File: config.mk
export PLATFORM = sky130hd
export DESIGN_NAME = irig_encoder_flat
export DESIGN_NICKNAME = d
export VERILOG_FILES = /design/src/rtl/irig_encoder_if.sv /design/src/rtl/irig_encoder.sv /design/src/flat_wrapper.sv
export SDC_FILE = /design/constraint.sdc
export NUM_CORES = 1
export LEC_CHECK = 0
export ABC_CLOCK_PERIOD_IN_PS = 12700
export CAP_MARGIN = 20
export CELL_PAD_IN_SITES_DETAIL_PLACEMENT = 0
export CELL_PAD_IN_SITES_GLOBAL_PLACEMENT = 2
export CORE_ASPECT_RATIO = 0.9
export CORE_MARGIN = 5
export CORE_UTILIZATION = 36
export DETAILED_ROUTE_END_ITERATION = 8
export MAX_ROUTING_LAYER = met4
export PLACE_DENSITY_LB_ADDON = 0.1
export SLEW_MARGIN = 20
export SYNTH_ARGS = -nofsm -noshare
export SYNTH_HDL_FRONTEND = slang
export SYNTH_SLANG_ARGS = --single-unit
export TNS_END_PERCENT = 5
File: constraint.sdc
create_clock -name clk -period 12.7 [get_ports clk]
set_input_delay 1.905 -clock clk [delete_from_list [all_inputs] [get_ports clk]]
set_output_delay 1.905 -clock clk [all_outputs]
set_load 0.02 [all_outputs]
File: src/rtl/irig_encoder_if.sv
// Signal bundle between an IRIG-B frame requester and the encoder.
// The master side supplies the timestamp and start; the slave side returns the serial output and status.
interface irig_encoder_if;
    logic        start;
    logic [5:0]  ts_second;
    logic [5:0]  ts_minute;
    logic [4:0]  ts_hour;
    logic [8:0]  ts_day;
    logic [6:0]  ts_year;
    logic [16:0] ts_sec_day;
    logic        irig_out;
    logic        busy;
    logic [6:0]  bit_idx;
    logic        frame_done;

    modport master (
        output start, ts_second, ts_minute, ts_hour, ts_day, ts_year, ts_sec_day,
        input  irig_out, busy, bit_idx, frame_done
    );

    modport slave (
        input  start, ts_second, ts_minute, ts_hour, ts_day, ts_year, ts_sec_day,
        output irig_out, busy, bit_idx, frame_done
    );
endinterface

File: src/rtl/irig_encoder.sv
// IRIG-B pulse-width-coded frame encoder: 100 symbols of 10 ms each, built from a timestamp
// latched when start is accepted, with support for seamless back-to-back frames.
module irig_encoder #(
    parameter int CLKS_PER_MS = 10000
) (
    input logic           clk,
    input logic           rst,
    irig_encoder_if.slave bus
);
    localparam logic [19:0] SYM_LEN  = 20'(10 * CLKS_PER_MS);
    localparam logic [19:0] P_LEN    = 20'(8 * CLKS_PER_MS);
    localparam logic [19:0] ONE_LEN  = 20'(5 * CLKS_PER_MS);
    localparam logic [19:0] ZERO_LEN = 20'(2 * CLKS_PER_MS);

    typedef enum logic {IDLE, SEND} state_t;

    state_t      state;
    logic [19:0] cnt;
    logic [6:0]  sym;
    logic        irig_r;
    logic        busy_r;
    logic        done_r;

    logic [5:0]  sec_l;
    logic [5:0]  min_l;
    logic [4:0]  hr_l;
    logic [8:0]  day_l;
    logic [6:0]  yr_l;
    logic [16:0] sd_l;

    logic        last_cycle;
    logic        accept;
    logic        is_marker;
    logic [99:0] data_bits;
    logic [19:0] high_len;

    assign last_cycle = (state == SEND) && (cnt == SYM_LEN - 20'd1) && (sym == 7'd99);
    assign accept     = bus.start && ((state == IDLE) || last_cycle);

    // BCD digits are taken from the latched binary fields and simply truncated to their slot width.
    always_comb begin
        data_bits        = '0;
        data_bits[4:1]   = 4'(sec_l % 6'd10);
        data_bits[8:6]   = 3'((sec_l / 6'd10) % 6'd10);
        data_bits[13:10] = 4'(min_l % 6'd10);
        data_bits[17:15] = 3'((min_l / 6'd10) % 6'd10);
        data_bits[23:20] = 4'(hr_l % 5'd10);
        data_bits[26:25] = 2'((hr_l / 5'd10) % 5'd10);
        data_bits[33:30] = 4'(day_l % 9'd10);
        data_bits[38:35] = 4'((day_l / 9'd10) % 9'd10);
        data_bits[41:40] = 2'(day_l / 9'd100);
        data_bits[53:50] = 4'(yr_l % 7'd10);
        data_bits[58:55] = 4'((yr_l / 7'd10) % 7'd10);
        data_bits[88:80] = sd_l[8:0];
        data_bits[97:90] = sd_l[16:9];
    end

    always_comb begin
        is_marker = sym inside {7'd0, 7'd9, 7'd19, 7'd29, 7'd39, 7'd49,
                                7'd59, 7'd69, 7'd79, 7'd89, 7'd99};
        if (is_marker)
            high_len = P_LEN;
        else if (data_bits[sym])
            high_len = ONE_LEN;
        else
            high_len = ZERO_LEN;
    end

    always_ff @(posedge clk) begin
        if (rst) begin
            sec_l <= '0;
            min_l <= '0;
            hr_l  <= '0;
            day_l <= '0;
            yr_l  <= '0;
            sd_l  <= '0;
        end else if (accept) begin
            sec_l <= bus.ts_second;
            min_l <= bus.ts_minute;
            hr_l  <= bus.ts_hour;
            day_l <= bus.ts_day;
            yr_l  <= bus.ts_year;
            sd_l  <= bus.ts_sec_day;
        end
    end

    // Every symbol starts high, so the output is raised on each symbol boundary and
    // dropped once the in-symbol count reaches the width for the current symbol.
    always_ff @(posedge clk) begin
        if (rst) begin
            state  <= IDLE;
            cnt    <= '0;
            sym    <= '0;
            irig_r <= 1'b0;
            busy_r <= 1'b0;
            done_r <= 1'b0;
        end else begin
            done_r <= 1'b0;
            case (state)
                IDLE: begin
                    if (accept) begin
                        state  <= SEND;
                        cnt    <= '0;
                        sym    <= '0;
                        irig_r <= 1'b1;
                        busy_r <= 1'b1;
                    end
                end
                SEND: begin
                    if (cnt == SYM_LEN - 20'd1) begin
                        cnt <= '0;
                        if (sym == 7'd99) begin
                            done_r <= 1'b1;
                            sym    <= '0;
                            if (accept) begin
                                irig_r <= 1'b1;
                            end else begin
                                state  <= IDLE;
                                irig_r <= 1'b0;
                                busy_r <= 1'b0;
                            end
                        end else begin
                            sym    <= sym + 7'd1;
                            irig_r <= 1'b1;
                        end
                    end else begin
                        cnt    <= cnt + 20'd1;
                        irig_r <= (cnt + 20'd1) < high_len;
                    end
                end
                default: state <= IDLE;
            endcase
        end
    end

    assign bus.irig_out   = irig_r;
    assign bus.busy       = busy_r;
    assign bus.bit_idx    = sym;
    assign bus.frame_done = done_r;
endmodule

File: src/flat_wrapper.sv
// flat-port wrapper written by rule: the top's interface ports become plain ports
module irig_encoder_flat 
#(
    parameter int CLKS_PER_MS = 10000
)
  (clk, rst, bus_start, bus_ts_second, bus_ts_minute, bus_ts_hour, bus_ts_day, bus_ts_year, bus_ts_sec_day, bus_irig_out, bus_busy, bus_bit_idx, bus_frame_done);
  irig_encoder_if bus_i ();
  input logic clk;
  input logic rst;
  input wire logic [$bits(bus_i.start)-1:0] bus_start;
  input wire logic [$bits(bus_i.ts_second)-1:0] bus_ts_second;
  input wire logic [$bits(bus_i.ts_minute)-1:0] bus_ts_minute;
  input wire logic [$bits(bus_i.ts_hour)-1:0] bus_ts_hour;
  input wire logic [$bits(bus_i.ts_day)-1:0] bus_ts_day;
  input wire logic [$bits(bus_i.ts_year)-1:0] bus_ts_year;
  input wire logic [$bits(bus_i.ts_sec_day)-1:0] bus_ts_sec_day;
  output wire logic [$bits(bus_i.irig_out)-1:0] bus_irig_out;
  output wire logic [$bits(bus_i.busy)-1:0] bus_busy;
  output wire logic [$bits(bus_i.bit_idx)-1:0] bus_bit_idx;
  output wire logic [$bits(bus_i.frame_done)-1:0] bus_frame_done;
  assign bus_i.start = bus_start;
  assign bus_i.ts_second = bus_ts_second;
  assign bus_i.ts_minute = bus_ts_minute;
  assign bus_i.ts_hour = bus_ts_hour;
  assign bus_i.ts_day = bus_ts_day;
  assign bus_i.ts_year = bus_ts_year;
  assign bus_i.ts_sec_day = bus_ts_sec_day;
  assign bus_irig_out = bus_i.irig_out;
  assign bus_busy = bus_i.busy;
  assign bus_bit_idx = bus_i.bit_idx;
  assign bus_frame_done = bus_i.frame_done;
  irig_encoder #(.CLKS_PER_MS(CLKS_PER_MS)) u_core (.clk(clk), .rst(rst), .bus(bus_i));
endmodule
==> results by group <==
Timing
  • Worst-margin pin slew: 0.995 ns
  • Fin crit share: 57.9%
  • Final TNS setup: 0 ns
  • Minimum clock period: 7.36 ns
  • Final setup vio count: 0
  • RSZ-0062 raised after global routing: no
  • Setup Skew: 0.0110 ns
  • Max-slew violations: 0
  • Fmax: 136 MHz
  • Final hold vios: 0
  • Max-slew headroom: 33.7%

Layout
  • Final #Nets: 1080
  • Area occupied by multi-input gates: 4890 sq um
  • Fill cells: 1985
  • Layout Cells excl Fill: 1251
  • Share of cells above drive strength 1: 5.09%
  • # diodes: 0
  • Layout area overhead: 14.5%
  • Fin util: 41.5%
  • Register area: 1620 sq um

Setup path
  • Worst Path Required: 12.98 ns
  • CP Class: reg -> reg
  • Reg2Reg Setup Slack: 5.34 ns
  • CP max stage cell: dfxtp_1
  • WP data arrival: 7.64 ns
  • Crit-path most repeated cell: ha_1
  • Worst path top cell family by delay: compound AO/OA/AOI/OAI gates
  • Crit start category: flop
  • WP buf/inv: 1
  • CP max stage delay: 0.82 ns
  • Maximum fanout along the worst path: 24
  • Worst Setup End Kind: flop

Clock network
  • # resized after CTS: 0
  • Clock Path Buffers: 2
  • CTS H-tree lvls: 3
  • Clock Pin Slew Worst Setup and Hold Paths: 0.07 ns
  • Worst-Skew Late Latency: 0.35 ns
  • Setup bufs post-CTS: 0
  • Clock Root Buffer: clkbuf_16
  • CTS tree: done
  • CTS Sinks: 81
  • Inserted Clock Buffers: 9
  • # hold bufs at CTS: 0

Global route
  • All-layer global routing usage: 19.3%
  • Vias in the first global route: 6302
  • Initial antenna violation count: 0
  • Largest net degree at the start of global routing: 82
  • First-pass GRT wire length: 34000 um
  • GR Overflow Total: 0

Power and ir drop
  • Internal Power: 489 uW
  • Clock share of power: 38.8%
  • Sequential share of power: 39.5%
  • Worst VDD drop: 0.0000514 V
  • Switching Share: 32.1%
  • Comb pwr share: 21.6%
  • Total power per unit cell area: 91.2 nW/um^2
  • LEAKAGE: 2.88 nW
  • Switching power: 232 uW

Yosys
  • Simple-gate share of the synthesized area: 28.8%
  • Post-synth ARST share: 0%
  • Sequential share of the synthesized area: 23.5%
  • Syn Inst Count: 985
  • Unique masters post-synth: 83
  • Syn Area/Cell: 7.01 sq um
  • Largest family of logic cells by synthesized area: compound AO/OA/AOI/OAI gates
  • Adder-Cell Fraction of Synth Area: 5.76%
  • Syn Std Cell Area: 6910 sq um
  • Compound-Gate Fraction of Synth Area: 29.8%
  • Fraction of synthesized area in multiplexers: 2.81%
  • XOR/XNOR share of the synthesized area: 3.42%
  • Mapped Nets: 1069
  • Yosys reg bits: 81
  • Yosys warning total: 0
  • Predominant post-synthesis flop cell: dfxtp_1
  • Post-synth EDFFs: 0

Job
  • Max-cap check violation count: 0

Min path
  • Worst min-delay path class: reg -> reg

Routing
  • ANT nets after route: 0
  • DR iter-0 viols: 478
  • Vias per std cell: 5.55
  • Detailed-route wire length: 20800 um
  • Residual DRC: 0
  • Via count: 6942
  • Wire per inst: 16.6 um
  • Pre-Repair DR Iteration Count: 5

Floorplanning
  • Die area: 22100 sq um
  • I/O pins: 63
  • Die span in y: 141 um
  • Core area: 19000 sq um
  • Die width: 156 um
  • Cell row count: 48
  • Starting Density: 36.3%

Placement
  • Dpl cells: 1235
  • IO Port Bufs: 62
  • GP Congestion: 0.881
  • Hpwl dp: 14300 um

Outcome
  • Status: finished clean
sequential cells by signal, indices dropped and copies added (netlist names):
register	cells
u_core.sd_l	17
u_core.bus.busy	1
u_core.bus.frame_done	1
u_core.yr_l	7
u_core.bus.irig_out	1
u_core.hr_l	5
u_core.min_l	6
u_core.day_l	9
u_core.state	1
u_core.cnt	20
u_core.bus.bit_idx	7
u_core.sec_l	6
cells by family after synthesis:
family	after synthesis
buf+inv	99
mux	14
compound gates	314
xor+xnor	27
fa+ha+maj	32
flops	81
simple gates	418
Yosys cell counts (all sizes together), types with 4 or more instances:
cell | count | share of area [%]
a2111oi | 5 | 0.63
a211o | 7 | 0.89
a211oi | 11 | 1.2
a21o | 16 | 1.7
a21oi | 108 | 8.0
a221oi | 8 | 1.0
a22oi | 11 | 1.2
a31oi | 14 | 1.5
a32oi | 6 | 0.76
and2 | 6 | 0.54
and3 | 8 | 0.72
buf | 17 | 1.4
clkbuf | 51 | 2.8
dfxtp | 81 | 23
ha | 31 | 5.6
inv | 28 | 1.5
mux2i | 7 | 1.0
mux4 | 4 | 1.3
nand2 | 167 | 9.1
nand2b | 17 | 1.5
nand3 | 28 | 2.0
nand3b | 6 | 0.65
nand4 | 7 | 0.63
nor2 | 91 | 4.9
nor2b | 23 | 2.1
nor3 | 22 | 1.6
nor3b | 6 | 0.72
nor4 | 4 | 0.45
nor4b | 4 | 0.72
o211a | 4 | 0.58
o211ai | 7 | 0.83
o21a | 7 | 0.78
o21ai | 55 | 4.0
o221ai | 9 | 1.1
o22ai | 9 | 0.82
o31ai | 5 | 0.54
or2 | 6 | 0.54
or3 | 13 | 1.2
or4 | 4 | 0.43
xnor2 | 13 | 1.6
xor2 | 14 | 1.8
worst min-delay path: stages (launching register included):
cell,delay (ns)
dfxtp_1,0.31
nand2_1,0.05
a21oi_1,0.05
per-layer routing:
metal  global-route usage, %  routed length [um]  up-vias
li1                        -                   -     3583
met1                    28.1               10900     3217
met2                    28.1                8790      133
met3                    4.00                 914        9
met4                    2.90                 159        0
met5                       -                   0        -
stage by stage:
stage | setup slack, ns | hold slack, ns | power (mW) | instance area, sq um
2_1_floorplan | 6.58 | 0.433 | 0.401 | 6910
3_3_place_gp | 5.56 | 0.441 | 0.448 | 7590
3_5_place_dp | 5.41 | 0.448 | 0.445 | 7590
4_1_cts | 5.37 | 0.458 | 0.730 | 7900
5_1_grt | 4.47 | 0.478 | 0.763 | 7910
6_report | 5.34 | 0.454 | 0.721 | 7910
path summary, 6_finish.rpt:
path / startpoint / endpoint / depth (start not counted)
setup / recovery: u_core.day_l[6] / u_core.bus.irig_out / 34
hold / removal: u_core.sd_l[14] / u_core.sd_l[14] / 2
hold reg to reg: u_core.sd_l[14] / u_core.sd_l[14] / 2
setup reg to reg: u_core.day_l[6] / u_core.bus.irig_out / 34
power groups by stage:
stage                     clock (mW)  sequential, mW  combinational, mW
after detailed placement           0           0.290              0.155
after CTS                      0.289           0.284              0.156
after global routing           0.300           0.287              0.176
final                          0.280           0.285              0.156
after global placement             0           0.291              0.158
after floorplan                    0           0.277              0.124
layout by cell type (no fill, tap or decap), types with 16 or more instances in the layout:
cell type	synthesis	layout
nand2_1	167	166
a21oi_1	107	107
nor2_1	91	90
dfxtp_1	81	81
clkdlybuf4s50_1	0	61
o21ai_0	53	53
ha_1	31	31
nand3_1	28	28
inv_1	27	27
nor3_1	22	22
nor2b_1	22	22
nand2b_1	17	17
a21o_1	16	16
area by class of cell:
type	instances	area share, %
clock buffers	10	2.90
clock inverters	6	0.965
well taps	250	3.96
flip-flops and latches	81	20.5
multi-input cells	805	61.8
inverters	31	1.47
repair buffers	68	8.36
No activity file was read; power rests on OpenSTA's default activity.
